--- src/rtl/btn_debounce.sv ---
// btn_debounce
//   Conditions one raw, asynchronous push-button for use in the clk domain:
//   a 2-flop synchroniser, a debounce counter that must see DEBOUNCE_CYCLES
//   consecutive disagreeing samples before the stable level flips, and a
//   rising-edge detector on the stable level.
//
// Ports
//   clk    in   system clock
//   reset  in   asynchronous, active-high reset
//   raw    in   raw button level, asynchronous to clk
//   pulse  out  high for exactly one cycle after each accepted 0->1 transition
//               of the stable level (combinational from flops; the consumer
//               registers it)
module btn_debounce #(
  parameter int DEBOUNCE_CYCLES = 4
) (
  input  logic clk,
  input  logic reset,
  input  logic raw,
  output logic pulse
);

  localparam int CW = (DEBOUNCE_CYCLES > 2) ? $clog2(DEBOUNCE_CYCLES) : 1;
  localparam logic [CW-1:0] CNT_LAST = CW'(DEBOUNCE_CYCLES - 1);

  logic          sync_q1;
  logic          sync_q2;
  logic          stable;
  logic          stable_q;
  logic [CW-1:0] cnt;

  always_ff @(posedge clk or posedge reset) begin
    if (reset) begin
      sync_q1  <= 1'b0;
      sync_q2  <= 1'b0;
      stable   <= 1'b0;
      stable_q <= 1'b0;
      cnt      <= '0;
    end else begin
      sync_q1  <= raw;
      sync_q2  <= sync_q1;
      stable_q <= stable;
      if (sync_q2 != stable) begin
        // The DEBOUNCE_CYCLES-th consecutive disagreeing sample is accepted.
        if (cnt == CNT_LAST) begin
          stable <= sync_q2;
          cnt    <= '0;
        end else begin
          cnt <= cnt + 1'b1;
        end
      end else begin
        // Any agreeing sample restarts the run, rejecting short glitches.
        cnt <= '0;
      end
    end
  end

  assign pulse = stable & ~stable_q;

endmodule

--- src/rtl/stash_input_ctl.sv ---
// stash_input_ctl
//   Front end for Stash. Synchronises the board switches and the auto-advance
//   switch, debounces the two push-buttons, and produces registered
//   one-cycle strobes: sample_in_valid (with sample_in captured on the same
//   edge) and next_sample (manual button or periodic auto-advance).
//
// Ports
//   clk              in   system clock
//   reset            in   asynchronous, active-high reset
//   sw[7:0]          in   raw slide switches, asynchronous
//   btn_sample       in   raw button: capture sw
//   btn_next         in   raw button: advance read pointer
//   auto_en          in   raw switch enabling auto-advance
//   sample_in[7:0]   out  captured switch value, held until next capture
//   sample_in_valid  out  one-cycle capture strobe
//   next_sample      out  one-cycle advance strobe (never with sample_in_valid)
module stash_input_ctl #(
  parameter int DEBOUNCE_CYCLES = 4,
  parameter int AUTO_PERIOD     = 8
) (
  input  logic       clk,
  input  logic       reset,
  input  logic [7:0] sw,
  input  logic       btn_sample,
  input  logic       btn_next,
  input  logic       auto_en,
  output logic [7:0] sample_in,
  output logic       sample_in_valid,
  output logic       next_sample
);

  localparam int AW = (AUTO_PERIOD > 2) ? $clog2(AUTO_PERIOD) : 1;
  localparam logic [AW-1:0] AUTO_LAST = AW'(AUTO_PERIOD - 1);

  logic [7:0]    sw_q1;
  logic [7:0]    sw_q2;
  logic          auto_q1;
  logic          auto_q2;
  logic [AW-1:0] auto_cnt;

  logic          sample_pulse;
  logic          next_pulse;
  logic          auto_wrap;

  btn_debounce #(
    .DEBOUNCE_CYCLES(DEBOUNCE_CYCLES)
  ) u_db_sample (
    .clk  (clk),
    .reset(reset),
    .raw  (btn_sample),
    .pulse(sample_pulse)
  );

  btn_debounce #(
    .DEBOUNCE_CYCLES(DEBOUNCE_CYCLES)
  ) u_db_next (
    .clk  (clk),
    .reset(reset),
    .raw  (btn_next),
    .pulse(next_pulse)
  );

  assign auto_wrap = auto_q2 && (auto_cnt == AUTO_LAST);

  always_ff @(posedge clk or posedge reset) begin
    if (reset) begin
      sw_q1           <= '0;
      sw_q2           <= '0;
      auto_q1         <= 1'b0;
      auto_q2         <= 1'b0;
      auto_cnt        <= '0;
      sample_in       <= '0;
      sample_in_valid <= 1'b0;
      next_sample     <= 1'b0;
    end else begin
      sw_q1   <= sw;
      sw_q2   <= sw_q1;
      auto_q1 <= auto_en;
      auto_q2 <= auto_q1;

      // Capture wins; a coincident manual/auto advance is dropped, and
      // manual+auto together merge into a single strobe.
      sample_in_valid <= sample_pulse;
      next_sample     <= (next_pulse | auto_wrap) & ~sample_pulse;
      if (sample_pulse) begin
        sample_in <= sw_q2;
      end

      // Cleared on the edge that raises sample_in_valid so the auto period
      // restarts from the capture cycle.
      if (!auto_q2 || sample_pulse || auto_wrap) begin
        auto_cnt <= '0;
      end else begin
        auto_cnt <= auto_cnt + 1'b1;
      end
    end
  end

endmodule

--- config.mk ---
export PLATFORM = sky130hd
export DESIGN_NAME = stash_input_ctl
export DESIGN_NICKNAME = d
export VERILOG_FILES = /design/src/rtl/btn_debounce.sv /design/src/rtl/stash_input_ctl.sv
export SDC_FILE = /design/constraint.sdc
export NUM_CORES = 1
export LEC_CHECK = 0
export CAP_MARGIN = 5
export CORE_MARGIN = 3
export CORE_UTILIZATION = 50
export CTS_CLUSTER_DIAMETER = 50
export DETAILED_ROUTE_END_ITERATION = 16
export PLACE_DENSITY = 0.82
export SETUP_SLACK_MARGIN = 0.2
export SYNTH_ARGS = -nofsm -noshare
export SYNTH_HDL_FRONTEND = slang
export SYNTH_SLANG_ARGS = --single-unit
--- constraint.sdc ---
create_clock -name clk -period 1.8 [get_ports clk]
set_input_delay 0.36 -clock clk [delete_from_list [all_inputs] [get_ports clk]]
set_output_delay 0.36 -clock clk [all_outputs]
set_load 0.01 [all_outputs]
; Word level (Yosys, flattened, before mapping)
; Cells that the tools add are included.
[classes]
addsub = 3
n_eq_ne = 5
mux = 5
bitwise_logic = 7
reduce_logical = 6
[op_table]
columns = operator, n
row1 = $mux 2, 4
row2 = $add 2x1->2 const B, 2
row3 = $eq 2x2->1 const B, 2
row4 = $reduce_and 2->1, 2
row5 = $add 3x1->3 const B, 1
row6 = $and 1x1->1, 3
row7 = $eq 3x3->1 const B, 1
row8 = $mux 3, 1
row9 = $not 1->1, 3
row10 = $logic_or 1x1->1, 2
row11 = $ne 1x1->1, 2
row12 = $logic_and 1x1->1, 1
row13 = $logic_not 1->1, 1
row14 = $or 1x1->1, 1
[totals]
register_bits = 43
input_bits = 13
output_inout_bits = 10
elab_cells = 44

; Longest topological paths before layout
; Gate-level depths: netlist (run 1).
[logic_depth]
word_depth = 5
ltp_mapped = 4
mapped_depth_nobuf = 4

; By module
; A second synthesis (run 1) with hierarchy kept.
[hier_totals]
hier_cells = 75
area_unflattened_um2 = 1368.8
[modules_own_cells]
columns = mod, instances, cells_per_inst, area_per_inst_um2, seq_area_each_um2
row1 = stash_input_ctl, 1, 49, 950.9, 775.7
row2 = btn_debounce, 2, 13, 209.0, 150.1

; Worst setup path before layout (run 1)
; No wires, ideal clock.
[synth_timing]
kind = reg2reg
from = register auto_cnt[0]
to = register auto_cnt[0]
setup_time_ps = 105
arrival_time_ps = 1028
required_ps = 1695
path_slack_ps = 667
path_stages_with_launch = 4
path_buffers = 0
period_less_slack_ps = 1133
cell_sequence = dfrtp_1 -> ha_1 -> ha_1 -> nor4b_1
[synth_via]
elab_chain_cells = 4
elab_cells_between_ends = 5
classes_between = 1 x add/sub / 1 x eq/ne / 1 x mux / 2 x reduce/logical
[synth_lines]
columns = item, line
row1 = start: declaration, stash_input_ctl.sv:39  ; logic [AW-1:0] auto_cnt;
row2 = start signal: assignment, stash_input_ctl.sv:94  ; auto_cnt <= auto_cnt + 1'b1;
row3 = "parallel branches: the longest is 3 deep, another holds $add 3x1->3", -
row4 = $mux 3 *, stash_input_ctl.sv:91  ; if (!auto_q2 || sample_pulse || auto_wrap) begin
; Mark *: on every way between the ends.
; A chain may end at the register's enable or synchronous reset.

; Worst setup path after layout (run 1)
[layout_timing]
from = register sample_in[0]
to = output port sample_in[0]
[layout_rtl]
columns = item, line
row1 = start: declaration, stash_input_ctl.sv:27  ; output logic [7:0] sample_in,
row2 = start signal: assignment, stash_input_ctl.sv:86  ; sample_in <= sw_q2;
; No word-level cell between the ends.

==> reports/results.tsv, run 1 <==
metric	value	unit
Clock Latency Late Sink	330	ps
crit path to	sample_in[0]	
Root Driver	clkbuf_4	
setup bufs post-CTS	0	
largest area contributor in the netlist	dfrtp_1	
largest net degree at the start of global routing	44	
worst path arrival time	1010	ps
setup_tns	0	ps
area added between synthesis and finish	21.50	%
Yosys cell types	16	
Global Route Usage Sum	0.1273	
hold buffer count at cts	0	
worst flop-to-flop path endpoint	sample_in[5]	
Register-to-Register Path Depth	2	
Synth Warn #	0	
maximum level of the CTS H-tree	2	
placed cell count	124	
maxcap violations	0	
Worst Setup End Kind	output pin	
CTS tree	done	
top cell type's share of synthesized area	0.7769	
cell family with most CP delay	flip-flops	
slowest CP cell	dfrtp_1	
vias in the first global route	702	
#FFs+latches synth	43	
GRT Residual Overflow	0	
Worst R2R Start	u_db_sample.stable	
Worst slew margin	0.7288	
DP HPWL	1306	um
antenna violation net count after detailed routing	0	
clk slew on worst S/H paths	110	ps
Syn Std Cell Area	0.001385	mm2
WL per Instance	13.95	um
Post-Syn Instances	72	
Placement Cell Area	0.001643	mm2
vias per cell	4.977	
Reg2Reg Setup Slack	480	ps
Tcrit/Tclk final	0.7593	
initial antenna violation count	0	
Mapped Nets	89	
min cycle time layout	1367	ps
area of the core	0.002545	mm2
Ports	23	
pre-CTS WS	480.6	ps
Routability Congestion	0.6527	
non-filler cells, final	130	
proportion of layout cells with a drive suffix above 1	0.1800	
Buf/Inv on CP	1	
CP max FO	2	
WL final	1814	um
Mean Syn Cell Area	19.24	um2
Slew Limit Fails	0	
Leak	0.8153	nW
status	finished, final reports clean	
Setup crit start	sample_in[0]	
Worst Clk Skew	6.115	ps
Fmax	731.6	MHz
CTS sink cnt	43	
count of final hold-check violations	0	
crit-path max cell delay	400	ps
antenna cells	0	
Port Buffer Count	22	
num rows	18	
fin nets	118	
largest cells by area after synthesis	dfrtp_1, mux2_4, mux2_2	
post-route DRC violation count	0	
Final Instance Area	0.001683	mm2
Setup Viol. Count Final	0	
DIE HEIGHT	58.63	um
Worst setup SP type	flop	
Clock Tree Buf Depth	2	
first-pass GRT wire length	3091	um
1st-iter DRT viols	25	
Die W	58.63	um
DR pass1 iterations	2	
hold crit path type	flop to flop	
sequential share of the synthesized area	0.7769	
kind of critical path	flop to output pin	
worst slew pin tran	405.9	ps
RSZ-0062 raised after global routing	no	
CTS Buf Count	5	
Peak VDD IR	0.0008878	V
vias post-DR	647	
Initial Util	0.5442	
die area	0.003437	mm2
crit-path cells	dlygate4sd2_1	
CP Depth	1	
Worst EP required	1440	ps
Pwr Density	1426	mW/mm2
final setup margin	433.2	ps
[final cells by class]
cell class	instances	area, um2
Tap cell	30	37.54
Fill cell	178	862.1
Multi-Input combinational cell	27	285.3
Clock buffer	6	41.29
Timing Repair Buffer	23	239.0
Sequential cell	43	1076
Inverter	1	3.754
[worst reg2reg max path, stage by stage (launching register included)]
cell	delay, ps
dfrtp_1	410
nor2b_4	410
mux2_2	390
[cell usage in the layout, fill, tap and decap left out, drive strengths merged]
master | Yosys | layout
mux2 | 10 | 10
nand2b | 1 | 1
xnor2 | 2 | 2
nor4bb | 2 | 2
a21oi | 1 | 1
inv | 1 | 1
dlygate4sd2 | 0 | 7
dlymetal6s2s | 0 | 3
clkdlybuf4s50 | 0 | 12
nor2b | 3 | 3
dfrtp | 43 | 43
nand2 | 1 | 1
buf | 1 | 1
nor4b | 1 | 1
clkbuf | 0 | 6
ha | 4 | 4
nor3 | 2 | 2
[stage by stage]
step,power (mW),hold WS (ps),util
after floorplan,1.807,331.2,-
after global placement,2.072,333.8,0.6455
after detailed placement,2.121,337.8,0.6455
after CTS,2.457,360.5,0.6583
after global routing,2.548,365.8,0.6613
final,2.400,352.0,0.6613
[routing by layer]
layer	GRT usage	routed length, um
met1	0.1383	728
met2	0.2169	943
met3	0.04605	102
met4	0.06796	40
met5	0	0
[logic make-up after synthesis]
kind of cell	after synthesis	synth area share
flops	43	0.7769
mux	10	0.09485
xor+xnor	2	0.01265
simple gates	10	0.05872
fa+ha+maj	4	0.03614
compound gates	1	0.003610
buf+inv	2	0.01716
[worst min-delay path by stage]
stage	start	end	slack, ps	depth (start not counted)
4_1_cts	u_db_sample.sync_q1	u_db_sample.sync_q2	360	0
2_1_floorplan	auto_q1	auto_q2	330	0
5_1_grt	sw_q1[1]	sw_q2[1]	370	0
3_3_place_gp	sw_q1[6]	sw_q2[6]	330	0
3_5_place_dp	u_db_sample.sync_q1	u_db_sample.sync_q2	340	0
6_report	u_db_sample.sync_q1	u_db_sample.sync_q2	350	0
[power breakdown]
part | internal [mW] | switching [mW]
Combinational | 0.413 | 0.266
Clock | 0.139 | 0.256
Sequential | 1.20 | 0.122
Total | 1.76 | 0.644
[synth_stat cells]
master / number
mux2_2: 5
xnor2_1: 2
ha_1: 4
mux2_4: 5
a21oi_1: 1
inv_1: 1
nand2_1: 1
buf_12: 1
nor2b_4: 1
dfrtp_1: 43
nor2b_1: 2
nor3_1: 2
nor4b_1: 1
nor4bb_2: 1
nor4bb_1: 1
nand2b_1: 1
[flip-flops by register name (all words and copies together), names as in the netlist, 2 cells and up]
register / cells
u_db_sample.cnt: 2
auto_cnt: 3
sample_in: 8
u_db_next.cnt: 2
sw_q2: 8
sw_q1: 8
[what timing repair did]
action / 4_1_cts / 5_1_grt
endpoints found under the setup margin: 7 / 3
pin swaps: 0 / 0
endpoints found under the hold margin: 0 / 0
cloned: 0 / 0
gates resized for setup: 7 / 3
Power figures use the tool's default switching activity.
==> run 2, diff against run 1 <==
==> constraint.sdc (replaced) <==
create_clock -name clk -period 1.3 [get_ports clk]
set_input_delay 0.26 -clock clk [delete_from_list [all_inputs] [get_ports clk]]
set_output_delay 0.26 -clock clk [all_outputs]
set_load 0.01 [all_outputs]
==> run 2 against run 1 <==
  * Routed wire length up 4.1%
  * Clock power up 77%
  * Clock skew up 2.0 ps
  * Die area unchanged
  * Critical endpoint is now sample_in[2]
==> reports/results.tsv, run 2 (synthesis gave the netlist of run 1 again) <==
metric	value	unit	change
antenna cells	0		unchanged
Initial Util	0.5442		unchanged
Worst EP required	1530	ps	+90 ps
DIE HEIGHT	58.63	um	unchanged
Tcrit/Tclk final	0.8887		
area of the core	0.002545	mm2	unchanged
vias in the first global route	728		+3.7%
kind of critical path	flop to flop		
DR pass1 iterations	4		+2
Worst Setup End Kind	flop		
Pwr Density	2090	mW/mm2	+47%
vias post-DR	682		+5.4%
Regs by FF count	sample_in x8, sw_q1 x8, sw_q2 x8		
worst path arrival time	1390	ps	+380 ps
first-pass GRT wire length	3277	um	+6.0%
pre-CTS WS	90.34	ps	-390.3 ps
hold slack	307.0	ps	-45.01 ps
fin nets	128		+8.5%
RSZ-0062 raised after global routing	yes		
1st-iter DRT viols	16		-36%
proportion of layout cells with a drive suffix above 1	0.4018		+0.2218
final setup margin	144.7	ps	-288.5 ps
count of final hold-check violations	0		unchanged
Fmax	865.5	MHz	
Setup Viol. Count Final	0		unchanged
post-route DRC violation count	0		unchanged
Ports	23		unchanged
Root Driver	clkbuf_4		
vias per cell	4.803		-3.5%
initial antenna violation count	0		unchanged
CTS Buf Count	5		unchanged
GRT Residual Overflow	0		unchanged
Routability Congestion	0.6668		+2.2%
largest net degree at the start of global routing	44		unchanged
antenna violation net count after detailed routing	0		unchanged
Die W	58.63	um	unchanged
Worst Clk Skew	8.098	ps	+1.983 ps
Leak	0.8379	nW	+2.8%
maximum level of the CTS H-tree	2		unchanged
CP max FO	10		+8
Global Route Usage Sum	0.1325		+0.005178
commonest non-fill, non-tap cell in the layout	dfrtp_1		
CTS tree	done		
status	finished, final reports clean		
maxcap violations	0		unchanged
clk slew on worst S/H paths	110	ps	about the same
die area	0.003437	mm2	unchanged
setup_tns	0	ps	unchanged
Worst setup SP type	flop		
WL per Instance	13.30	um	-4.7%
Peak VDD IR	0.001489	V	+68%
min cycle time layout	1155	ps	
Clock Latency Late Sink	340	ps	about the same
Clock Tree Buf Depth	2		unchanged
WL final	1888	um	+4.1%
Port Buffer Count	22		unchanged
worst slew pin tran	218.9	ps	-187.0 ps
DP HPWL	1239	um	-5.2%
CTS sink cnt	43		unchanged
Slew Limit Fails	0		unchanged
Register-to-Register Path Depth	3		+1
Core Util, Final	0.7104		+0.04916
Worst slew margin	0.8530		+0.1242
commonest non-fill, non-tap cells in the layout	dfrtp_1, clkdlybuf4s50_1, buf_2, buf_4		
hold crit path type	input port to async pin		
num rows	18		unchanged
area added between synthesis and finish	30.53	%	
run 2: cell count changes in the layout (fill, tap and decap cells not counted), sizes merged:
cell and delta:
dlymetal6s2s -3, dlygate4sd2 -7, clkbuf +2, inv -1, buf +20, clkinvlp +1
run 2: worst paths after layout:
kind,startpoint,endpoint,slack [ps]
min reg2reg,auto_q1,auto_q2,360
max in group asynchronous,reset,sample_in[7],800
min,reset,u_db_next.stable,310
max,u_db_sample.stable_q,sample_in[2],140
min in group clk,sw[4],sw_q1[4],350
max reg2reg,u_db_sample.stable_q,sample_in[2],140
run 2: per-stage QoR:
step / instances / cell area (um2) / total power, mW
final: 142 / 1808 / 3.778
after global routing: 142 / 1808 / 4.008
after CTS: 138 / 1753 / 3.696
after detailed placement: 125 / 1672 / 2.998
after global placement: 125 / 1672 / 2.940
after floorplan: 72 / 1394 / 2.505
run 2: final cells by class:
cell class | count | area, um2
Fill cell | 179 | 737.0
Tap cell | 30 | 37.54
Clock buffer | 8 | 68.82
Sequential cell | 43 | 1076
Timing Repair Buffer | 33 | 277.8
Multi-Input combinational cell | 27 | 340.3
Inverter | 1 | 7.507
run 2: timing repair:
action,4_1_cts,5_1_grt
endpoints found under the setup margin,21,18
cloned,0,0
setup buffers,5,4
resized for setup,43,3
pin swaps,4,1
hold buffers,0,0
run 2: worst max-delay path: stages (launching register included):
cell     delay, ps
dfrtp_1        410
nor2b_4        180
buf_12         170
mux2_4         300
run 2: metal layers:
| metal | track usage | part of all wire | up-vias |
|---|---|---|---|
| met1 | 0.1682 | 0.42 | 344 |
| met2 | 0.1978 | 0.50 | 18 |
| met4 | 0.05825 | 0.023 | 0 |
| li1 | - | - | 315 |
| met5 | 0 | 0 | - |
| met3 | 0.05921 | 0.057 | 5 |
run 2: power by group:
| part | total [mW] | switching [mW] | leakage, nW | internal (mW) |
|---|---|---|---|---|
| registers | 1.83 | 0.169 | 0.516 | 1.67 |
| clock network | 0.701 | 0.382 | 0.0386 | 0.319 |
| logic | 1.24 | 0.461 | 0.283 | 0.781 |
| total | 3.78 | 1.01 | 0.838 | 2.77 |
==> run 3, diff against run 2 <==
==> constraint.sdc (replaced) <==
create_clock -name clk -period 1.2 [get_ports clk]
set_input_delay 0.24 -clock clk [delete_from_list [all_inputs] [get_ports clk]]
set_output_delay 0.24 -clock clk [all_outputs]
set_load 0.01 [all_outputs]
==> run 3 against run 2 <==
  * Sequential power increased by 8%
  * Utilization increased by 0.79 points
  * Routed wire length increased by 9.5%
  * Critical path depth unchanged
  * Count of clock-buffer cells in the layout decreased by 2
  * Cell count decreased by 0.70%
  * Hold slack got worse by 37 ps
  * Power increased by 14%
  * Largest cell class unchanged
  * Highest routed layer unchanged
==> reports/results.tsv, run 3 (synthesis gave the netlist of run 1 again) <==
metric	value	unit	change
Final Instance Area	0.001828	mm2	+1.1%
first-pass GRT wire length	3505	um	+7.0%
fin nets	127		-0.78%
Slew Limit Fails	0		unchanged
Clock Tree Buf Depth	2		unchanged
WL per Instance	14.67	um	+10%
DP HPWL	1312	um	+5.9%
die area	0.003437	mm2	unchanged
worst slew pin tran	192.7	ps	-26.16 ps
post-route DRC violation count	0		unchanged
Clock Latency Late Sink	340	ps	about the same
antenna violation net count after detailed routing	0		unchanged
CTS tree	done		
Cell Int Power	3.167	mW	+14%
hold buffer count at cts	0		unchanged
min cycle time layout	1161	ps	+5.671 ps
maxcap violations	0		unchanged
RSZ-0062 raised after global routing	yes		
initial antenna violation count	0		unchanged
Routability Congestion	0.7150		+7.2%
status	finished, final reports clean		
Tcrit/Tclk final	0.9675		+0.07879
kind of critical path	flop to flop		
Worst Clk Skew	5.487	ps	-2.611 ps
Regs by FF count	sample_in x8, sw_q1 x8, sw_q2 x8		
num rows	18		unchanged
Worst EP required	1430	ps	-100 ps
commonest non-fill, non-tap cell in the layout	dfrtp_1		
antenna cells	0		unchanged
storage element area	0.001076	mm2	unchanged
CTS sink cnt	43		unchanged
Ports	23		unchanged
largest net degree at the start of global routing	44		unchanged
DR pass1 iterations	4		unchanged
area of the core	0.002545	mm2	unchanged
fillcell total	163		-8.9%
combinational share of power	0.327		-0.002
GRT Residual Overflow	0		unchanged
switching power	1.142	mW	+13%
Worst R2R Start	u_db_sample.stable_q		
Setup crit start	u_db_sample.stable_q		
switch share	0.2650		-0.002809
count of final hold-check violations	0		unchanged
proportion of layout cells with a drive suffix above 1	0.4234		+0.02164
Setup Viol. Count Final	0		unchanged
vias in the first global route	723		-0.69%
commonest non-fill, non-tap cells in the layout	dfrtp_1, clkdlybuf4s50_1, mux2_4, buf_2, buf_4		
Initial Util	0.5442		unchanged
area added between synthesis and finish	31.98	%	
worst path arrival time	1390	ps	about the same
CTS Buf Count	5		unchanged
clock group share of total power	0.212		+0.027
maximum level of the CTS H-tree	2		unchanged
Peak VDD IR	0.001692	V	+14%
Worst slew margin	0.8697		+0.01665
Flop pwr share	0.461		-0.025
Pwr Density	2357	mW/mm2	+13%
Worst setup SP type	flop		
clk slew on worst S/H paths	110	ps	about the same
Fmax	861.3	MHz	-0.49%
1st-iter DRT viols	7		-9
Worst Setup End Kind	flop		
Placement Cell Area	0.001690	mm2	+1.1%
Die W	58.63	um	unchanged
hold crit path type	input port to async pin		
Root Driver	clkbuf_4		
vias post-DR	677		-0.73%
vias per cell	4.801		about the same
area of the multi-input gates	345.3	um2	+1.5%
WL final	2068	um	+9.5%
Global Route Usage Sum	0.1458		+0.01328
CP max FO	9		-1
Leak	0.8501	nW	+1.5%
DIE HEIGHT	58.63	um	unchanged
setup_tns	0	ps	unchanged
Port Buffer Count	22		unchanged
run 3: path summary, 6_finish.rpt:
check | end | slack (ps) | depth (start not counted)
worst max-delay path | sample_in[3] | 40 | 3
worst min-delay path | sample_in[7] | 270 | 3
worst max register to register | sample_in[3] | 40 | 3
worst min register to register | u_db_next.sync_q2 | 360 | 0
max in group asynchronous | u_db_next.sync_q2 | 730 | 3
min in group clk | sw_q1[1] | 320 | 1
run 3: area by class of cell:
cell class	instances	share of cell area
Multi-Input combinational cell	27	0.1889
Inverter	1	0.004107
Sequential cell	43	0.5886
Clock inverter	2	0.01916
Tap cell	30	0.02053
Clock buffer	6	0.02806
Timing Repair Buffer	32	0.1506
run 3: through the flow:
| stage | std cells | power, mW | utilization | hold slack [ps] | setup WS [ps] |
|---|---|---|---|---|---|
| 5_1_grt | 141 | 4.581 | 0.7183 | 272.4 | 16.95 |
| 6_report | 141 | 4.309 | 0.7183 | 270.4 | 38.99 |
| 3_5_place_dp | 127 | 3.277 | 0.6642 | 335.5 | 50.18 |
| 4_1_cts | 139 | 4.183 | 0.6996 | 272.1 | 55.45 |
| 2_1_floorplan | 72 | 2.730 | - | 237.9 | 71.06 |
| 3_3_place_gp | 127 | 3.197 | 0.6642 | 331.1 | 75.37 |
run 3: power by group through the flow:
stage	sequential (mW)	clock, mW	combinational [mW]
final	1.98	0.914	1.41
after global routing	2.04	1.01	1.54
after CTS	1.98	0.935	1.27
after detailed placement	2.02	0	1.26
after global placement	2.00	0	1.20
after floorplan	2.08	0	0.651
run 3: timing repair:
action | CTS | global route
pin swaps | 1 | 2
setup buffers | 4 | 2
endpoints found under the setup margin | 22 | 24
gates resized for setup | 45 | 8
run 3: worst max-delay path: stages (launching register included):
cell	delay, ps
dfrtp_1	420
nor2b_4	160
buf_8	170
mux2_4	310
run 3: layer usage:
layer | vias up | wire (um) | track usage
met5 | - | 0 | 0
met4 | 0 | 27 | 0.03883
met3 | 3 | 122 | 0.05921
met2 | 16 | 1108 | 0.2568
met1 | 343 | 810 | 0.1641
li1 | 315 | - | -
